File: config.mk
export PLATFORM = sky130hd
export DESIGN_NAME = lcd_frame_feeder
export DESIGN_NICKNAME = d
export VERILOG_FILES = /design/src/rtl/lcd_pkg.sv /design/src/rtl/lcd_frame_ram.sv /design/src/rtl/lcd_frame_feeder.sv
export SDC_FILE = /design/constraint.sdc
export NUM_CORES = 1
export LEC_CHECK = 0
export ABC_AREA = 1
export CORE_MARGIN = 2
export CORE_UTILIZATION = 56
export CTS_BUF_LIST = sky130_fd_sc_hd__clkbuf_8 sky130_fd_sc_hd__clkbuf_16
export DETAILED_ROUTE_END_ITERATION = 7
export GPL_TIMING_DRIVEN = 1
export PLACE_DENSITY = 0.76
export SYNTH_ARGS = -nofsm -noshare
export SYNTH_HDL_FRONTEND = slang
export SYNTH_HIERARCHICAL = 1
export SYNTH_SLANG_ARGS = --single-unit
export TNS_END_PERCENT = 1
File: constraint.sdc
create_clock -name CLK -period 2.3 [get_ports CLK]
set_input_delay 0.46 -clock CLK [delete_from_list [all_inputs] [get_ports CLK]]
set_output_delay 0.46 -clock CLK [all_outputs]
set_load 0.1 [all_outputs]
File: src/rtl/lcd_pkg.sv
// Shared types and constants for the character-LCD frame feeder.
package lcd_pkg;

    typedef enum logic [2:0] {
        ST_WAIT  = 3'd0,
        ST_ADDR1 = 3'd1,
        ST_LINE1 = 3'd2,
        ST_ADDR2 = 3'd3,
        ST_LINE2 = 3'd4
    } lcd_state_t;

    localparam logic [7:0] LCD_CMD_LINE1  = 8'h80;
    localparam logic [7:0] LCD_CMD_LINE2  = 8'hC0;
    localparam logic [7:0] LCD_CHAR_SPACE = 8'h20;

    localparam int LCD_COLS  = 16;
    localparam int LCD_ROWS  = 2;
    localparam int LCD_CELLS = LCD_COLS * LCD_ROWS;

    // Row-major cell address: row 0 at 0..15, row 1 at 16..31.
    function automatic logic [4:0] lcd_cell_addr(input logic row, input logic [3:0] col);
        return {row, col};
    endfunction

endpackage

File: src/rtl/lcd_frame_ram.sv
// 32x8 character frame buffer: synchronous write, asynchronous read,
// synchronous active-low reset to all spaces.
module lcd_frame_ram
    import lcd_pkg::*;
(
    input  logic       CLK,
    input  logic       RESETN,
    input  logic       WR_EN,
    input  logic [4:0] WR_ADDR,
    input  logic [7:0] WR_CHAR,
    input  logic [4:0] RD_ADDR,
    output logic [7:0] RD_CHAR
);

    logic [7:0] mem_r [LCD_CELLS];

    // Cell storage with reset to blank screen.
    always_ff @(posedge CLK) begin
        if (!RESETN) begin
            for (int i = 0; i < LCD_CELLS; i++) begin
                mem_r[i] <= LCD_CHAR_SPACE;
            end
        end else if (WR_EN) begin
            mem_r[WR_ADDR] <= WR_CHAR;
        end
    end

    assign RD_CHAR = mem_r[RD_ADDR];

endmodule

File: src/rtl/lcd_frame_feeder.sv
// Streams a 2x16 character frame as LCD command/data beats over valid/ready.
// Optional build macro LCD_FEED_DIRTY_EN: only refresh when the buffer changed.
module lcd_frame_feeder
    import lcd_pkg::*;
#(
    parameter int unsigned REFRESH_CYCLES = 400,
    parameter logic [7:0]  LINE1_CMD      = LCD_CMD_LINE1,
    parameter logic [7:0]  LINE2_CMD      = LCD_CMD_LINE2
) (
    input  logic       CLK,
    input  logic       RESETN,
    input  logic       WR_EN,
    input  logic [4:0] WR_ADDR,
    input  logic [7:0] WR_CHAR,
    output logic       OUT_VALID,
    input  logic       OUT_READY,
    output logic       OUT_RS,
    output logic [7:0] OUT_DATA,
    output logic       BUSY,
    output logic       FRAME_DONE
);

    localparam int unsigned         TIMER_W  = $clog2(REFRESH_CYCLES + 1);
    localparam logic [TIMER_W-1:0]  TIMER_TC = TIMER_W'(REFRESH_CYCLES - 1);
    localparam logic [3:0]          LAST_COL = 4'(LCD_COLS - 1);

    lcd_state_t         state_r, state_nxt_s;
    logic [3:0]         idx_r, idx_nxt_s;
    logic [TIMER_W-1:0] timer_r;
    logic               out_valid_r, out_rs_r, busy_r, frame_done_r;
    logic [7:0]         out_data_r;
    logic               valid_nxt_s, rs_nxt_s;
    logic [7:0]         data_nxt_s;
    logic               xfer_s, tc_s, start_s, last_s, load_s;
    logic [4:0]         rd_addr_s;
    logic [7:0]         rd_char_s;

    assign xfer_s = out_valid_r & OUT_READY;
    assign tc_s   = (state_r == ST_WAIT) && (timer_r == TIMER_TC);
    assign last_s = xfer_s && (state_r == ST_LINE2) && (idx_r == LAST_COL);
    assign load_s = start_s | xfer_s;

`ifdef LCD_FEED_DIRTY_EN
    logic dirty_r;

    // Change tracking; a write in the start cycle keeps the next frame pending.
    always_ff @(posedge CLK) begin
        if (!RESETN) begin
            dirty_r <= 1'b1;
        end else if (WR_EN) begin
            dirty_r <= 1'b1;
        end else if (start_s) begin
            dirty_r <= 1'b0;
        end else begin
            dirty_r <= dirty_r;
        end
    end

    assign start_s = tc_s & dirty_r;
`else
    assign start_s = tc_s;
`endif

    lcd_frame_ram u_ram (
        .CLK     (CLK),
        .RESETN  (RESETN),
        .WR_EN   (WR_EN),
        .WR_ADDR (WR_ADDR),
        .WR_CHAR (WR_CHAR),
        .RD_ADDR (rd_addr_s),
        .RD_CHAR (rd_char_s)
    );

    // FSM state and character index register.
    always_ff @(posedge CLK) begin
        if (!RESETN) begin
            state_r <= ST_WAIT;
            idx_r   <= 4'd0;
        end else begin
            state_r <= state_nxt_s;
            idx_r   <= idx_nxt_s;
        end
    end

    // Next-state: advance only on accepted beats, index wraps at line change.
    always_comb begin
        state_nxt_s = state_r;
        idx_nxt_s   = idx_r;
        case (state_r)
            ST_WAIT: begin
                if (start_s) begin
                    state_nxt_s = ST_ADDR1;
                    idx_nxt_s   = 4'd0;
                end else begin
                    state_nxt_s = ST_WAIT;
                end
            end
            ST_ADDR1: begin
                if (xfer_s) begin
                    state_nxt_s = ST_LINE1;
                end else begin
                    state_nxt_s = ST_ADDR1;
                end
            end
            ST_LINE1: begin
                if (xfer_s && (idx_r == LAST_COL)) begin
                    state_nxt_s = ST_ADDR2;
                    idx_nxt_s   = 4'd0;
                end else if (xfer_s) begin
                    idx_nxt_s   = idx_r + 4'd1;
                end else begin
                    idx_nxt_s   = idx_r;
                end
            end
            ST_ADDR2: begin
                if (xfer_s) begin
                    state_nxt_s = ST_LINE2;
                end else begin
                    state_nxt_s = ST_ADDR2;
                end
            end
            ST_LINE2: begin
                if (xfer_s && (idx_r == LAST_COL)) begin
                    state_nxt_s = ST_WAIT;
                    idx_nxt_s   = 4'd0;
                end else if (xfer_s) begin
                    idx_nxt_s   = idx_r + 4'd1;
                end else begin
                    idx_nxt_s   = idx_r;
                end
            end
            default: begin
                state_nxt_s = ST_WAIT;
                idx_nxt_s   = 4'd0;
            end
        endcase
    end

    // Output: load the beat for the upcoming state, otherwise hold it stable.
    always_comb begin
        rd_addr_s   = lcd_cell_addr(state_nxt_s == ST_LINE2, idx_nxt_s);
        valid_nxt_s = out_valid_r;
        rs_nxt_s    = out_rs_r;
        data_nxt_s  = out_data_r;
        if (load_s) begin
            case (state_nxt_s)
                ST_ADDR1: begin
                    valid_nxt_s = 1'b1;
                    rs_nxt_s    = 1'b0;
                    data_nxt_s  = LINE1_CMD;
                end
                ST_LINE1, ST_LINE2: begin
                    valid_nxt_s = 1'b1;
                    rs_nxt_s    = 1'b1;
                    data_nxt_s  = rd_char_s;
                end
                ST_ADDR2: begin
                    valid_nxt_s = 1'b1;
                    rs_nxt_s    = 1'b0;
                    data_nxt_s  = LINE2_CMD;
                end
                default: begin
                    valid_nxt_s = 1'b0;
                end
            endcase
        end else begin
            valid_nxt_s = out_valid_r;
        end
    end

    // Registered outputs and refresh timer.
    always_ff @(posedge CLK) begin
        if (!RESETN) begin
            out_valid_r  <= 1'b0;
            out_rs_r     <= 1'b0;
            out_data_r   <= 8'h00;
            busy_r       <= 1'b0;
            frame_done_r <= 1'b0;
            timer_r      <= '0;
        end else begin
            out_valid_r  <= valid_nxt_s;
            out_rs_r     <= rs_nxt_s;
            out_data_r   <= data_nxt_s;
            busy_r       <= (state_nxt_s != ST_WAIT);
            frame_done_r <= last_s;
            if ((state_r == ST_WAIT) && !tc_s) begin
                timer_r <= timer_r + TIMER_W'(1);
            end else begin
                timer_r <= '0;
            end
        end
    end

    assign OUT_VALID  = out_valid_r;
    assign OUT_RS     = out_rs_r;
    assign OUT_DATA   = out_data_r;
    assign BUSY       = busy_r;
    assign FRAME_DONE = frame_done_r;

endmodule

==> impl_metrics.tcl <==
set metrics [dict create \
    status "complete, but fails checks" \
    violations "negative setup slack" \
    critPathKind "reg2reg" \
    rows 56 \
    clock-sinks 284 \
    path_max_fanout 13 \
    seqCellArea_mm2 0.00826 \
    period_share_pct 117 \
    hold_viol 0 \
    cap_violations 0 \
    p_leak_nw 7.28 \
    ant_nets 0 \
    skew_ns 0.0136 \
    fmax_mhz 373 \
    finalSetupViolCount 11 \
    finalCriticalPeriod_ns 2.68 \
    worstMarginPinSlew_ns 0.605 \
    fin_area_mm2 0.0175 \
    dr_total_vias 11800 \
    end_kind "register" \
    cts-buffers-inserted 30 \
    path_cells "nor2_4 -> inv_2 -> buf_4 -> nor2_4 -> nand2_2 -> nand2_4 -> nand2_4 -> nand2_8 -> buf_12 -> buf_12 -> buf_16 -> nand2_1 -> nand3_2 -> nand3_2 -> nand2_2 -> nand2_1 -> nand2_1 -> nand2_1 -> nand2_1 -> nand4_1 -> a21oi_1" \
    crit_path_frequent_cell "nand2_1" \
    routabilityCongestion 0.940 \
    cp_slowest_cell "dfxtp_4" \
    clkPwrFrac_pct 42.2 \
    synth.cell_area_mm2 0.0133 \
    start_kind "register" \
    synthTopCellsByCount "467 x nand2_1, 275 x nor2_1, 256 x edfxtp_1" \
    num-nets-final 1684 \
    synthArstFlopShare_pct 0 \
    die_h_um 158 \
    die_area_mm2 0.0250 \
    path_buf_inv 5 \
    grt_pass1_wl_um 59400 \
    drt_iter0_markers 1646 \
    ys_warn_count 6 \
    dpl_cell_area_mm2 0.0152 \
    ctsLongestPathBuffers 3 \
    ys_top_cells_by_area "edfxtp_1 58%, nand2_1 13%, nor2_1 7.8%" \
    synth_edf_count 256 \
    die_w_um 158 \
    synthDominantCellAreaShare_pct 57.8 \
    cpLargestDelayFamily "simple AND/OR/NAND/NOR gates" \
    powerDensity_mw_per_mm2 657 \
    power_frac_comb_pct 6.1 \
    slowest_delay_ns 0.36 \
    synth_most_common_cell "nand2_1" \
    rsz0062_at_grt "true" \
    drive_gt1_share_pct 25.3 \
    fillers 1415 \
    multi_input_comb_area_mm2 0.00476 \
    routed_wl_um 40800 \
    start_util_pct 56.9 \
    antenna_found_initial 0 \
    p_sw_mw 2.53 \
    viasPerCell 5.90 \
    portBuffers 28 \
    cts_tree "built" \
    area_growth_pct 31.8 \
    cts_max_level 1 \
    top_level_ports 29 \
    clk_pin_slew_ns 0.07 \
    drc 0 \
    ys_ff_latch 284 \
    ys_types 28 \
    grt_max_degree 45 \
    setup_ws_ns -0.380 \
    maxSlewHeadroom_pct 59.7 \
    seq_power_share_pct 51.7 \
    dpl_worst_slack_ns -0.704 \
    wl_per_cell_um 20.3 \
    crit_arrival_ns 3.15 \
    vdd_drop_max_v 0.000532 \
    cts_hold_buf 0 \
    grt_pass1_vias 11300 \
    overflow 0 \
    synthCells 1463 \
    netSwitchingFraction_pct 22.0 \
    slew_violations 0 \
    yosys.area.top_type "edfxtp_1" \
    seq_area_frac_synth_pct 62.0 \
    antenna_cells 0 \
    p_int_mw 8.99 \
    root_buffer "clkbuf_16" \
    core_area_mm2 0.0234 \
    grt_use_total_pct 31.5 \
    clock_latency_ns 0.56 \
    synth_fp_nets 1482 \
    place_hpwl_um 23200 \
    ys.flop_type "edfxtp_1" \
    firstDrtPassIters 7 \
    synth_area_per_cell_um2 9.10 \
    hp-class "in2reg" \
    crit_required_ns 2.77 \
]
[repair_timing]
action	4_1_cts	5_1_grt
pin swaps	57	46
cloned	7	3
setup endpoints to repair	8	12
setup buffers	32	9
gates resized for setup	109	75
[cells by family after synthesis]
family / after synthesis / share of synthesized area [%]
buffers and inverters: 167 / 6.34
flip-flops: 284 / 62.0
AO/OA/AOI/OAI: 17 / 0.658
XOR/XNOR: 4 / 0.263
adder cells (fa/ha/maj): 2 / 0.188
AND/OR/NAND/NOR: 989 / 30.6
[final cells by class]
cell class	instances	share of cell area, %
Sequential cell	284	47.1
Multi-Input combinational cell	1012	27.1
Timing Repair Buffer	254	15.9
Clock buffer	31	4.42
Tap cell	319	2.28
Inverter	83	1.94
Clock inverter	25	1.22
[worst reg2reg max path, delay by kind of cell (launching register included)]
| family | cells | cell delay (ns) |
|---|---|---|
| buffers and inverters | 5 | 0.61 |
| AOI/OAI and AO/OA | 1 | 0.22 |
| DFF | 1 | 0.36 |
| and+or+nand+nor | 15 | 1.41 |
[worst paths after layout]
| check | from | endpoint | slack (ns) | cells after the start |
|---|---|---|---|---|
| worst max-delay path | state_r[1] | OUT_DATA[4] | -0.38 | 21 |
| worst min-delay path | OUT_READY | state_r[1] | 0.49 | 5 |
| worst max register to register | state_r[1] | OUT_DATA[4] | -0.38 | 21 |
| worst min register to register | OUT_DATA[3] | OUT_DATA[3] | 0.51 | 2 |
[per-layer routing]
layer | track usage [%] | share of wire, %
met2 | 50.9 | 47
met5 | 0 | 0
met4 | 15.7 | 5.7
met3 | 6.98 | 13
met1 | 40.4 | 34
[power by group through the flow]
stage	sequential [mW]	combinational [mW]	clock (mW)
floorplan	6.02	0.301	0
finish	5.96	0.701	4.86
global placement	6.05	0.624	0
detailed placement	6.06	0.637	0
CTS	5.95	0.655	4.86
global route	5.98	0.736	5.11
[cell usage in the layout (no fill, tap or decap), types with 3 or more instances in the layout]
cell / instances
inv_1: 71
a21oi_1: 11
nand2_4: 6
buf_8: 3
buf_6: 20
clkdlybuf4s50_1: 14
nor2_1: 268
clkinv_2: 10
nor2_4: 8
buf_12: 42
nor2_2: 5
nand2_2: 30
clkinv_1: 8
dfxtp_4: 3
dfxtp_2: 4
nand3_2: 60
nand2_1: 434
nand3_1: 147
edfxtp_1: 256
buf_16: 7
nor3_1: 12
nand4_1: 10
inv_2: 10
dfxtp_1: 21
clkbuf_16: 34
buf_4: 162
bufinv_16: 4
[registers in the layout, indices dropped and copies added, names as in the netlist]
name	cells
FRAME_DONE	1
OUT_RS	1
OUT_VALID	1
idx_r	4
state_r	3
OUT_DATA	8
BUSY	1
u_ram/mem_r	256
timer_r	9
[stage by stage]
stage / util [%] / power (mW) / hold slack, ns / std cells / TNS (ns)
after floorplan: - / 6.32 / 0.418 / 1463 / 0
after global placement: 65.1 / 6.68 / 0.481 / 1902 / -5.84
after detailed placement: 65.1 / 6.70 / 0.479 / 1902 / -8.63
after CTS: 73.0 / 11.5 / 0.487 / 1996 / -1.11
after global routing: 74.9 / 11.8 / 0.510 / 2008 / -3.44
final: 74.9 / 11.5 / 0.493 / 2008 / -2.17
(Power assumes the default switching activity.)
